**config.mk**
```make
export PLATFORM = sky130hd
export DESIGN_NAME = oam_dma
export DESIGN_NICKNAME = d
export VERILOG_FILES = /design/src/rtl/nes_cpu_pkg.sv /design/src/rtl/oam_dma.sv
export SDC_FILE = /design/constraint.sdc
export NUM_CORES = 1
export LEC_CHECK = 0
export CAP_MARGIN = 30
export CORE_MARGIN = 8
export CORE_UTILIZATION = 41
export CTS_CLUSTER_SIZE = 24
export DETAILED_ROUTE_END_ITERATION = 6
export PLACE_DENSITY = 0.71
export REMOVE_ABC_BUFFERS = 1
export SETUP_SLACK_MARGIN = 0.4
export SLEW_MARGIN = 15
export SYNTH_ARGS = -nofsm -noshare
export SYNTH_HDL_FRONTEND = slang
export SYNTH_SLANG_ARGS = --single-unit
```
**constraint.sdc**
```tcl
create_clock -name clk -period 4.6 [get_ports clk]
set_clock_uncertainty 0.15 [all_clocks]
set_input_delay 0.92 -clock clk [delete_from_list [all_inputs] [get_ports clk]]
set_output_delay 0.92 -clock clk [all_outputs]
set_load 0.02 [all_outputs]
```
**src/rtl/nes_cpu_pkg.sv**
```systemverilog
// rtl/nes_cpu_pkg.sv - shared CPU-subsystem types and constants (sprite DMA state, register addresses)
package nes_cpu_pkg;

  typedef enum logic [2:0] {
    IDLE,
    HALT,
    ALIGN,
    READ,
    WRITE
  } oam_dma_state_t;

  localparam logic [15:0] OAM_DMA_REG   = 16'h4014;
  localparam logic [2:0]  PPU_OAMDATA   = 3'd4;
  localparam int          OAM_DMA_BYTES = 256;

  function automatic logic [15:0] oam_src_addr(input logic [7:0] page, input logic [7:0] idx);
    return {page, idx};
  endfunction

endpackage

```
**src/rtl/oam_dma.sv**
```systemverilog
// rtl/oam_dma.sv - sprite DMA: halts the CPU and copies one WRAM page into OAM via OAMDATA
// Optional OAM_DMA_ODD_ALIGN_EN inserts an ALIGN cycle when HALT lands on an odd cycle.
module oam_dma
  import nes_cpu_pkg::*;
#(
  parameter logic [15:0] PAGE_REG_ADDR = OAM_DMA_REG,
  parameter logic [2:0]  OAMDATA_SEL   = PPU_OAMDATA
) (
  input  logic        clk,
  input  logic        reset,
  input  logic [15:0] cpu_addr,
  input  logic [7:0]  cpu_data,
  input  logic        cpu_we,
  input  logic [7:0]  mem_data_in,
  output logic        cpu_rdy,
  output logic        dma_bus_sel,
  output logic [15:0] dma_addr,
  output logic        dma_we,
  output logic        ppu_reg_cs,
  output logic [2:0]  ppu_reg_addr,
  output logic        ppu_we,
  output logic [7:0]  ppu_data_out,
  output logic        busy
);

  oam_dma_state_t state;
  logic [7:0]     page;
  logic [7:0]     idx;
  logic           trigger;
  logic           last_byte;

  assign trigger   = cpu_we && (cpu_addr == PAGE_REG_ADDR);
  assign last_byte = (idx == 8'(OAM_DMA_BYTES - 1));

  assign dma_we = 1'b0;
  // WRAM read data arrives the cycle after READ, so it is forwarded straight through in WRITE.
  assign ppu_data_out = (state == WRITE) ? mem_data_in : 8'h00;

`ifdef OAM_DMA_ODD_ALIGN_EN
  logic cyc_odd;

  always_ff @(posedge clk) begin
    if (reset) begin
      cyc_odd <= 1'b0;
    end else begin
      cyc_odd <= ~cyc_odd;
    end
  end
`endif

  // Outputs are loaded alongside the state they belong to, so they are glitch-free registers.
  always_ff @(posedge clk) begin
    if (reset) begin
      state        <= IDLE;
      page         <= 8'h00;
      idx          <= 8'h00;
      cpu_rdy      <= 1'b1;
      busy         <= 1'b0;
      dma_bus_sel  <= 1'b0;
      dma_addr     <= 16'h0000;
      ppu_reg_cs   <= 1'b1;
      ppu_reg_addr <= 3'd0;
      ppu_we       <= 1'b0;
    end else begin
      case (state)
        IDLE: begin
          if (trigger) begin
            page    <= cpu_data;
            idx     <= 8'h00;
            state   <= HALT;
            cpu_rdy <= 1'b0;
            busy    <= 1'b1;
          end
        end
        HALT: begin
`ifdef OAM_DMA_ODD_ALIGN_EN
          if (cyc_odd) begin
            state <= ALIGN;
          end else begin
            state       <= READ;
            dma_bus_sel <= 1'b1;
            dma_addr    <= oam_src_addr(page, idx);
          end
`else
          state       <= READ;
          dma_bus_sel <= 1'b1;
          dma_addr    <= oam_src_addr(page, idx);
`endif
        end
        ALIGN: begin
          state       <= READ;
          dma_bus_sel <= 1'b1;
          dma_addr    <= oam_src_addr(page, idx);
        end
        READ: begin
          state        <= WRITE;
          dma_addr     <= 16'h0000;
          ppu_reg_cs   <= 1'b0;
          ppu_reg_addr <= OAMDATA_SEL;
          ppu_we       <= 1'b1;
        end
        WRITE: begin
          idx          <= idx + 8'd1;
          ppu_reg_cs   <= 1'b1;
          ppu_reg_addr <= 3'd0;
          ppu_we       <= 1'b0;
          if (last_byte) begin
            state       <= IDLE;
            cpu_rdy     <= 1'b1;
            busy        <= 1'b0;
            dma_bus_sel <= 1'b0;
          end else begin
            state    <= READ;
            dma_addr <= oam_src_addr(page, idx + 8'd1);
          end
        end
        default: begin
          state <= IDLE;
        end
      endcase
    end
  end

endmodule

```
# [After elaboration in Yosys (flattened, before gate mapping)]
# Index checks and enable logic that the tools add are counted.
[totals] in_bits=35 output_inout_bits=33 register_bits=43 elab_cells=50
[op_classes] eq_ne=9 addsub=1 muxes=18 reduce_logical=12
[op_table] operator="16-bit one-hot mux with 3 select lines" n=1
[op_table] operator="16-bit by 15-bit == test with 1-bit output (second input constant)" n=1
[op_table] operator="16-bit 2-to-1 mux" n=1
[op_table] operator="8-bit 2-to-1 mux" n=2
[op_table] operator="8-bit one-hot mux with 2 select lines" n=1
[op_table] operator="3-bit one-hot mux with 4 select lines" n=1
[op_table] operator="1-bit one-hot mux with 2 select lines" n=5
[op_table] operator="8-bit by 1-bit adder with 8-bit output (second input constant)" n=1
[op_table] operator="8-bit == test (second input constant)" n=1
[op_table] operator="2-bit AND reduction" n=4
[op_table] operator="3-bit by 2-bit == test with 1-bit output (second input constant)" n=2
[op_table] operator="2-bit inequality test (second input constant)" n=3
[op_table] operator="3-bit one-hot mux with 2 select lines" n=1
[op_table] operator="2-bit nonzero test" n=3
[op_table] operator="1-bit 2-to-1 mux" n=4
[op_table] operator="3-bit by 1-bit == test with 1-bit output (second input constant)" n=1
[op_table] operator="3-bit == test (second input constant)" n=1
[op_table] operator="3-bit zero test" n=1
[op_table] operator="3-bit 2-to-1 mux" n=1
[op_table] operator="3-bit AND reduction" n=1
[op_table] operator="3-bit nonzero test" n=1
[op_table] operator="2-bit 2-to-1 mux" n=1
[op_table] operator="2-bit OR reduction" n=1
[op_table] operator="1-bit logical AND" n=1

# [Depth between registers and ports, before layout]
[logic_depth] ltp_word=4 mapped_depth=6 mapped_depth_nobuf=5

# [Worst setup path after synthesis]
# OpenSTA, ideal clock, no wires.
[synth_timing] path_type="flip-flop to output port" start="register state[0]" end="output port ppu_data_out[0]" path_buffers=2 t_required_ns=3.530 arrival_time_ns=1.247 stages_incl_launch_ff=5 setup_slack_ns=2.283 path_cell_list="dfxtp_1 -> buf_2 -> nor3b_2 -> clkbuf_1 -> and2_1"
[synth_between] elab_chain_cells=2
[synth_rtl] item="from (decl)" line_no="oam_dma.sv:26" text="oam_dma_state_t state;"
[synth_rtl] item="from (signal assigned)" line_no="oam_dma.sv:54" text="state <= IDLE;"
[synth_rtl] item="from (signal assigned)" line_no="oam_dma.sv:70" text="state <= HALT;"
[synth_rtl] item="from (signal assigned)" line_no="oam_dma.sv:85" text="state <= READ;"
[synth_rtl] item="3-bit == test" line_no="oam_dma.sv:37" text="assign ppu_data_out = (state == WRITE) ? mem_data_in : 8'h00;"
[synth_rtl] item="8-bit 2-to-1 mux" line_no="oam_dma.sv:37"
[synth_rtl] item="to (decl)" line_no="oam_dma.sv:22" text="output logic [7:0] ppu_data_out,"
# No other way between the ends.

# [Worst setup path after layout]
[layout_timing] start="register state[2]" end="output port ppu_data_out[4]"
# The elaborated chain is that of the path after synthesis.

==> metrics list <==
* Outcome: finished clean
- Based on the critical path, the design can be clocked at up to between 200 and 300 MHz.
- For this run, the register share of the synthesized area comes to around two fifths.
- CTS clk-pin slew, worst paths: around 0.070 ns
* Total half-perimeter wirelength after legalization and detailed placement: 3.91 mm
- Via count of the first global-routing pass: 1,988
* Minimum period implied by the final worst setup slack: approximately 3.5 ns
- In this run the register-to-register setup slack is 2.10 ns.
* CP Buf/Inv Count: 1
* Area leader, netlist: sky130_fd_sc_hd__dfxtp_1
- Fill cells in the final layout number around 430.
- Number of clock sinks seen by CTS: 40
- The synthesized design contains 40 register bits.
* Routed vias/inst: ~5.6
* Final Net Count: ~330
- The Yosys step of the flow raised 0 warnings.
- Type of element launching the critical path: flip-flop
- WL per Instance: 15.2 um
- The cell area that synthesis handed to floorplanning was between 0.002 and 0.0025 sq mm.
- In this run the biggest area consumer among cell types represents about 40% of the synthesized area.
- The internal power of the cells totals a little under 0.0007 W.
* Fin. Hold Viols: 0
- Worst-case clock buffer depth: 2
* Cells resized by post-CTS repair: 0
* Final GP Congestion: between 0.7 and 0.8
- Worst setup path class: flip-flop to output port
- Horizontal die dimension: between 80 and 90 um
* Starting DRC count in detailed routing: ~160
- The initial antenna violation count is 0.
* Number of CTS-inserted buffers: 5
- Clock Root Buffer: sky130_fd_sc_hd__clkbuf_8
- Crit Path Max Fanout: 15
- Initial Util: ~43%
* Switching portion of total power: between 30% and 40%
- Cts hold-fix bufs: 0
- At the pin with the least slew margin, the transition time is ~0.85 ns.
* Final wirelength: approximately 5.5 mm
- The floorplan step defined a die boundary enclosing between 0.007 and 0.008 sq mm.
* Source-to-sink clock delay at the later pin of the worst-skew pair: 0.29 ns
* Slew headroom: between 40% and 50%
* Kind of cell adding the most delay to the critical path: simple AND/OR/NAND/NOR gates
- Average cell area after synthesis: roughly 8.3 sq um
- Walking the worst path, the cells encountered are nor3b_2 > and2_1 > clkdlybuf4s50_1.
- The analysis attributes to cell leakage a power of 0.894 nW.
* CP max stage cell: sky130_fd_sc_hd__nor3b_2
- The die is ~86 um tall.
- In this run, the clock network consumes 27.3% of the power.
- Layout area overhead: 36.7%
- Detailed routing inserted a total of 2,032 vias.
* CP required: roughly 3.5 ns
* Setup violators final: 0
- Once placement finished, the instance area stood at ~0.0027 sq mm.
- Number of setup buffers added after CTS: 0
- Net switching power: approximately 0.00032 W
- Endpoint arrival time on the critical path: roughly 2.4 ns
- Per report_power, the sequential group accounts for a little over 40% of the total.
- Maximum single-stage delay on the critical path: slightly below 0.8 ns
- Antenna-violating nets left: 0
- Post-detailed-route DRC marker count: 0
* RSZ-0062 raised after global routing: false
- Layout cell share with drive strength beyond 1: under 10%
- The worst-case IR drop observed on VDD is ~0.14 mV.
- Row generation in the floorplan step produced 25 rows.
- Min-delay worst type: flip-flop to flip-flop
- Aggregate global routing overflow: 0
* Antenna Diode Count: 0
- The first detailed-routing pass took 4 iterations.
- Ports: about 70
* I/O Buffers: 64
* Most used flip-flop cell after synthesis: sky130_fd_sc_hd__dfxtp_1
* Post-synthesis async set-or-reset flop share: 0%
* Library cells used by synthesis: 46
* Pin count of the biggest net entering global routing: 46
- Across the run, the number of max-cap violations was 0.
* Combinational power share: a little under a third
- STA classifies the critical path endpoint as an output port.
- In this run, synthesis inferred 0 flip-flops with an integrated enable.
* Total power per unit cell area: 368 mW/mm^2
- The finished cells cover roughly 0.0028 sq mm.
- TritonCTS built the clock tree.
* Max-slew violation count: 0
- Global-route wire length before repair: 9.23 mm
- CTS built an H-tree with a depth of 2.
- Adding up every negative setup slack in the final design gives 0 ns.
* All-layer global routing usage: 15.2%
- In this run the standard cell core region covers ~0.0047 sq mm.
* Period Utilization, post-route: 75.5%
- Post-synthesis cell count: ~240
- By area the synthesized netlist is led by sky130_fd_sc_hd__dfxtp_1, sky130_fd_sc_hd__a21oi_1, sky130_fd_sc_hd__o21ai_0, sky130_fd_sc_hd__and2_1, sky130_fd_sc_hd__nand3_1.
-- state kept, by name (all words and copies together) (netlist names) --
register and count:
busy 1, ppu_reg_addr 1, dma_bus_sel 1, dma_addr 16, ppu_reg_cs 1, cpu_rdy 1
idx 8, page 8, state 3
-- cell families (layout without fill, tap and decap cells) --
family | Yosys count | count (layout) | synth area share, %
other | 1 | 3 | 0.186
AOI/OAI and AO/OA | 78 | 78 | 23.8
buffers and inverters | 27 | 77 | 6.57
adders and majority gates | 2 | 2 | 1.12
DFF | 40 | 40 | 39.7
xor gates and xnor gates | 2 | 2 | 0.868
and+or+nand+nor | 94 | 94 | 27.8
-- final timing paths --
| check | start | end | cells past startpoint |
|---|---|---|---|
| max | state[2] | ppu_data_out[4] | 3 |
| min | dma_addr[9] | dma_addr[9] | 2 |
| max reg2reg | state[0] | dma_addr[6] | 4 |
| min reg2reg | dma_addr[9] | dma_addr[9] | 2 |
-- power by group through the flow --
stage / clock (W) / combinational (W) / sequential [W]
floorplan: 0 / 0.000122 / 0.000470
global placement: 0 / 0.000307 / 0.000427
detailed placement: 0 / 0.000320 / 0.000430
CTS: 0.000285 / 0.000321 / 0.000421
global route: 0.000302 / 0.000345 / 0.000427
finish: 0.000278 / 0.000317 / 0.000421
-- cell type report --
class / count / area, sq um / area share (%)
Multi-Input combinational cell: 179 / 1090 / 39.6
Sequential cell: 40 / 801 / 29.0
Timing Repair Buffer: 67 / 667 / 24.2
Tap cell: 67 / 83.8 / 3.04
Clock buffer: 6 / 72.6 / 2.63
Clock inverter: 2 / 35.0 / 1.27
Inverter: 2 / 7.51 / 0.272
-- worst reg2reg max path, cell delays in order, from the launching register on --
cell and delay (ns):
sky130_fd_sc_hd__dfxtp_1 0.59, sky130_fd_sc_hd__or3b_1 0.55, sky130_fd_sc_hd__a21o_1 0.41, sky130_fd_sc_hd__nand2_1 0.32, sky130_fd_sc_hd__o221a_2 0.37
-- metal layers --
metal / wire, um / share of wire [%] / vias up / global-route usage (%)
met1: 2490 / 45 / 952 / 18.4
met2: 2650 / 48 / 60 / 24.6
li1: - / - / 1013 / -
met5: 0 / 0 / - / 0
met4: 84 / 1.5 / 0 / 6.05
met3: 297 / 5.4 / 7 / 4.01
-- placed cells by master (no fill, tap or decap), types with 4 or more instances in the layout --
master,synthesis,final
sky130_fd_sc_hd__a21oi_1,26,26
sky130_fd_sc_hd__a311oi_1,5,5
sky130_fd_sc_hd__and2_1,12,12
sky130_fd_sc_hd__clkbuf_8,0,5
sky130_fd_sc_hd__clkdlybuf4s50_1,0,64
sky130_fd_sc_hd__dfxtp_1,40,40
sky130_fd_sc_hd__nand2_1,13,13
sky130_fd_sc_hd__nand3_1,14,14
sky130_fd_sc_hd__nand3b_1,7,7
sky130_fd_sc_hd__nand4_1,9,9
sky130_fd_sc_hd__nor2_1,6,6
sky130_fd_sc_hd__nor3_1,11,11
sky130_fd_sc_hd__nor4b_1,4,4
sky130_fd_sc_hd__o211ai_1,9,9
sky130_fd_sc_hd__o21ai_0,18,18
sky130_fd_sc_hd__or3_1,5,5
-- cells in the mapped netlist (2+ instances only) --
cell type                   n
sky130_fd_sc_hd__dfxtp_1   40
sky130_fd_sc_hd__a21oi_1   26
sky130_fd_sc_hd__o21ai_0   18
sky130_fd_sc_hd__nand3_1   14
sky130_fd_sc_hd__clkbuf_1  13
sky130_fd_sc_hd__nand2_1   13
sky130_fd_sc_hd__and2_1    12
sky130_fd_sc_hd__nor3_1    11
sky130_fd_sc_hd__nand4_1    9
sky130_fd_sc_hd__o211ai_1   9
sky130_fd_sc_hd__buf_2      7
sky130_fd_sc_hd__nand3b_1   7
sky130_fd_sc_hd__nor2_1     6
sky130_fd_sc_hd__a311oi_1   5
sky130_fd_sc_hd__or3_1      5
sky130_fd_sc_hd__buf_4      4
sky130_fd_sc_hd__nor4b_1    4
sky130_fd_sc_hd__o21ai_1    3
sky130_fd_sc_hd__o311ai_0   3
sky130_fd_sc_hd__a211o_1    2
sky130_fd_sc_hd__a211oi_1   2
sky130_fd_sc_hd__a31oi_1    2
sky130_fd_sc_hd__and4_1     2
sky130_fd_sc_hd__and4b_1    2
sky130_fd_sc_hd__inv_1      2
sky130_fd_sc_hd__nor4_1     2
sky130_fd_sc_hd__o22ai_1    2
-- through the flow --
step	util (%)	hold WS (ns)	total power, W	std cells	worst slack, ns
final	58.4	0.313	0.00102	363	1.12
after CTS	58.4	0.319	0.00103	363	1.11
after global placement	55.9	0.303	0.000735	354	1.42
after global routing	58.4	0.342	0.00107	363	0.977
after floorplan	-	0.294	0.000592	221	2.15
after detailed placement	56.1	0.300	0.000749	355	1.42
No activity file was read; power rests on OpenSTA's default activity.
